==> src/rtl/la_phasegen2.sv <==
// Two-phase non-overlapping latch-enable generator.
// Phase and gap lengths are sampled once per period and clamped to at least one cycle.
module la_phasegen2 #(
    parameter string       PROP = "DEFAULT",
    parameter int unsigned CW   = 4
) (
    input  logic          clk,
    input  logic          nreset,
    input  logic          en,
    input  logic [CW-1:0] hi_len,
    input  logic [CW-1:0] gap_len,
    output logic          ph1,
    output logic          ph2,
    output logic          busy,
    output logic          done
);

    typedef enum logic [2:0] {
        StIdle,
        StPh1,
        StGap1,
        StPh2,
        StGap2
    } state_e;

    state_e        state_q;
    logic [CW-1:0] cnt_q;
    logic [CW-1:0] hi_q;
    logic [CW-1:0] gap_q;

    // Counter reload value: a zero length behaves like a length of one.
    function automatic logic [CW-1:0] len_m1(input logic [CW-1:0] len);
        return (len == '0) ? '0 : len - 1'b1;
    endfunction

    always_ff @(posedge clk or negedge nreset) begin
        if (!nreset) begin
            state_q <= StIdle;
            cnt_q   <= '0;
            hi_q    <= '0;
            gap_q   <= '0;
            ph1     <= 1'b0;
            ph2     <= 1'b0;
            busy    <= 1'b0;
            done    <= 1'b0;
        end else begin
            done <= 1'b0;
            unique case (state_q)
                StIdle: begin
                    if (en) begin
                        state_q <= StPh1;
                        hi_q    <= hi_len;
                        gap_q   <= gap_len;
                        cnt_q   <= len_m1(hi_len);
                        ph1     <= 1'b1;
                        busy    <= 1'b1;
                    end
                end
                StPh1: begin
                    if (cnt_q == '0) begin
                        state_q <= StGap1;
                        cnt_q   <= len_m1(gap_q);
                        ph1     <= 1'b0;
                    end else begin
                        cnt_q <= cnt_q - 1'b1;
                    end
                end
                StGap1: begin
                    if (cnt_q == '0) begin
                        state_q <= StPh2;
                        cnt_q   <= len_m1(hi_q);
                        ph2     <= 1'b1;
                    end else begin
                        cnt_q <= cnt_q - 1'b1;
                    end
                end
                StPh2: begin
                    if (cnt_q == '0) begin
                        state_q <= StGap2;
                        cnt_q   <= len_m1(gap_q);
                        ph2     <= 1'b0;
                        // A one-cycle gap makes the first GAP2 cycle also the last one.
                        done    <= (len_m1(gap_q) == '0);
                    end else begin
                        cnt_q <= cnt_q - 1'b1;
                    end
                end
                StGap2: begin
                    if (cnt_q == '0) begin
                        if (en) begin
                            state_q <= StPh1;
                            hi_q    <= hi_len;
                            gap_q   <= gap_len;
                            cnt_q   <= len_m1(hi_len);
                            ph1     <= 1'b1;
                        end else begin
                            state_q <= StIdle;
                            cnt_q   <= '0;
                            busy    <= 1'b0;
                        end
                    end else begin
                        cnt_q <= cnt_q - 1'b1;
                        done  <= (cnt_q == CW'(1));
                    end
                end
                default: begin
                    state_q <= StIdle;
                    cnt_q   <= '0;
                    ph1     <= 1'b0;
                    ph2     <= 1'b0;
                    busy    <= 1'b0;
                end
            endcase
        end
    end

endmodule

==> config.mk <==
export PLATFORM = sky130hd
export DESIGN_NAME = la_phasegen2
export DESIGN_NICKNAME = d
export VERILOG_FILES = /design/src/rtl/la_phasegen2.sv
export SDC_FILE = /design/constraint.sdc
export NUM_CORES = 1
export LEC_CHECK = 0
export ABC_CLOCK_PERIOD_IN_PS = 2900
export BUFFER_PORTS_ARGS = -buffer_cell sky130_fd_sc_hd__buf_2
export CAP_MARGIN = 20
export CORE_ASPECT_RATIO = 1.75
export CORE_UTILIZATION = 45
export CTS_CLUSTER_DIAMETER = 60
export CTS_CLUSTER_SIZE = 14
export DETAILED_ROUTE_END_ITERATION = 10
export GPL_TIMING_DRIVEN = 0
export PLACE_DENSITY = 0.72
export SETUP_SLACK_MARGIN = 0.02
export SYNTH_ARGS = -nofsm -noshare
export SYNTH_HDL_FRONTEND = slang
export SYNTH_SLANG_ARGS = --single-unit
==> constraint.sdc <==
create_clock -name clk -period 2.9 [get_ports clk]
set_clock_uncertainty 0.05 [all_clocks]
set_input_delay 0.87 -clock clk [delete_from_list [all_inputs] [get_ports clk]]
set_output_delay 0.87 -clock clk [all_outputs]
set_load 0.03 [all_outputs]
==> run metrics <==
cell row count=25; Initial Util=48.7%; Die ar.=3210 um^2; ys flop type=dfrtp_1; Total GRT Usage=20.9%; Max Buffers Root-to-Sink=2; fillcell total=255; # DRC=0; hold_buf cts=0; number of flops mapped to enable cells by yosys=0; vias in the first global route=1161; FMAX=416 MHz; Post-Synthesis Cells=156; Hold Startpoint=ph2$_DFFE_PN0P_; via count=1218; switch share=44.8%; PnR worst setup slack=0.495 ns; ys async rst share=100%; Pre-antenna DRT Iters=4; Flop pwr share=31.4%; GRT overflow=0; WHS Endpoint=ph2$_DFFE_PN0P_; initial antenna violation count=0; endpoints failing setup=0; DR iter-0 viols=33; Final GP Congestion=0.850; PostCTS Resize Cnt=0; post-DR wirelength/cell=15.5 um; P_leak=0.664 nW; I/O pin count=15; min Tclk post-route=2.41 ns; Final Hold Fails=0; nets=192; H-tree depth=1; post-synthesis sequential area ratio=35.4%; setup TNS=0 ns; Antenna Nets Post-Route=0; hold crit path type=flip-flop to flip-flop; ratio of cells with drive above 1 in the final layout=21.3%; clk root buf=clkbuf_8; hold path depth=2; CP Launch Type=flip-flop; Setup CP Type=flip-flop to flip-flop; crit path max fanout=10; most frequent cells in the layout=dfrtp_1, buf_2, nor2_1; count of pins over their slew limit=0; I/O Buffers=14; Synth warnings=0; final worst path period share=82.9%; synthesized area=1340 um^2; chip width=43.3 um; TritonCTS Buffers=3; Synth Register Bits=19; hold slack=0.458 ns; Max Cap Viol=0; worst-margin pin slew=0.605 ns; CTS tree=done; worst r2r src=cnt_q[0]$_DFFE_PN0N_; overall die height=74.2 um; Comb pwr share=57.0%; area grow syn2layout=11.2%; Unique masters post-synth=41; Worst-path clk slew=0.07 ns; postcts setup bufs=0; crit path from=cnt_q[0]$_DFFE_PN0N_; ant diodes=0; Critical Path AT=2.49 ns; clock power share=11.6%; Switch Pwr=0.738 mW; most common cell after layout, fill and taps aside=dfrtp_1; first-pass GRT wire length=5030 um; synthesized netlist net count=173; latest clock arrival within the worst-skew pair=0.26 ns; internal power=0.908 mW; largest net degree at the start of global routing=20; DRT Wirelength=3110 um; Pwr per Cell Area=1100 nW/um^2; worst reg2reg setup slack=0.49 ns; CP Data Required Time=2.99 ns; Worst slew margin=58.6%; Core ar.=2750 um^2; crit end category=flip-flop; Max rail drop VDD=0.552 mV; DP Worst Slack=0.455 ns; RSZ-0062 raised after global routing=false; core occupancy in the finished layout=54.2%; worst r2r dst=cnt_q[3]$_DFFE_PN0N_; post-DP HPWL=2370 um; Reg2Reg Depth=7; status=completed; average via count per standard cell=6.06; Sink Count=19; Mean Syn Cell Area=8.60 um^2
Yosys cell counts (4+ instances only):
| library cell | n | area [um^2] |
|---|---|---|
| dfrtp_1 | 19 | 475 |
| nor2_1 | 17 | 63.8 |
| o21ai_0 | 14 | 70.1 |
| a21oi_1 | 11 | 55.1 |
| nand2_1 | 10 | 37.5 |
| inv_1 | 9 | 33.8 |
| ha_1 | 6 | 75.1 |
| mux2_2 | 6 | 67.6 |
| nor3_1 | 6 | 30.0 |
| nor2b_1 | 5 | 31.3 |
| nand2b_1 | 4 | 25.0 |
| nor3b_1 | 4 | 30.0 |
cell type report:
type | instances | area (um^2) | share of cell area (%)
plain buffers | 9 | 52.6 | 3.52
clock buffers | 3 | 41.3 | 2.77
clock inverters | 1 | 5.00 | 0.336
inverters | 9 | 33.8 | 2.27
multi-input cells | 119 | 779 | 52.3
flip-flops and latches | 19 | 475 | 31.9
well taps | 27 | 33.8 | 2.27
repair buffers | 14 | 70.1 | 4.70
kinds of logic (layout without fill, tap and decap cells):
group	count (synthesis)	after routing	share of synthesized area, %
flops	19	19	35.4
buf+inv	18	36	6.44
simple gates	57	57	22.2
compound gates	46	46	22.4
mux	9	9	7.28
fa+ha+maj	6	6	5.60
xor+xnor	1	1	0.653
power groups by stage:
stage	logic [mW]	clock network [mW]	registers, mW
after global placement	0.908	0	0.514
final	0.938	0.191	0.517
after global routing	1.04	0.203	0.534
after floorplan	0.707	0	0.523
after CTS	0.935	0.194	0.516
after detailed placement	0.928	0	0.521
flip-flops by register name, indices dropped and copies added, names as in the netlist:
name	cells
cnt_q	4
ph2	1
state_q	3
hi_q	4
gap_q	4
ph1	1
done	1
busy	1
through the flow:
step	cells	instance area, um^2	power, mW
floorplan	156	1340	1.23
global placement	197	1450	1.42
detailed placement	197	1450	1.45
CTS	201	1490	1.65
global route	201	1490	1.78
finish	201	1490	1.65
worst max path at each step:
| stage | end | depth (start not counted) |
|---|---|---|
| 2_1_floorplan | cnt_q[1]$_DFFE_PN0N_ | 7 |
| 3_3_place_gp | cnt_q[3]$_DFFE_PN0N_ | 6 |
| 3_5_place_dp | cnt_q[1]$_DFFE_PN0N_ | 8 |
| 4_1_cts | cnt_q[3]$_DFFE_PN0N_ | 7 |
| 5_1_grt | cnt_q[3]$_DFFE_PN0N_ | 7 |
| 6_report | cnt_q[3]$_DFFE_PN0N_ | 7 |
routing by layer:
layer  wire [um]  track usage [%]  vias up  share of wire [%]
met4         131             14.1        0                4.2
met3         115             3.16       15                3.7
li1            -                -      597                  -
met1        1180             22.3      566                 38
met2        1680             37.0       40                 54
met5           0                0        -                  0
worst max-delay path, stage by stage, from the launching register on:
cell	delay, ns
dfrtp_1	0.46
inv_1	0.13
ha_1	0.21
nor3b_1	0.24
clkbuf_1	0.36
a2111oi_0	0.20
a2111oi_2	0.47
o22ai_1	0.15
Power figures use the tool's default switching activity.
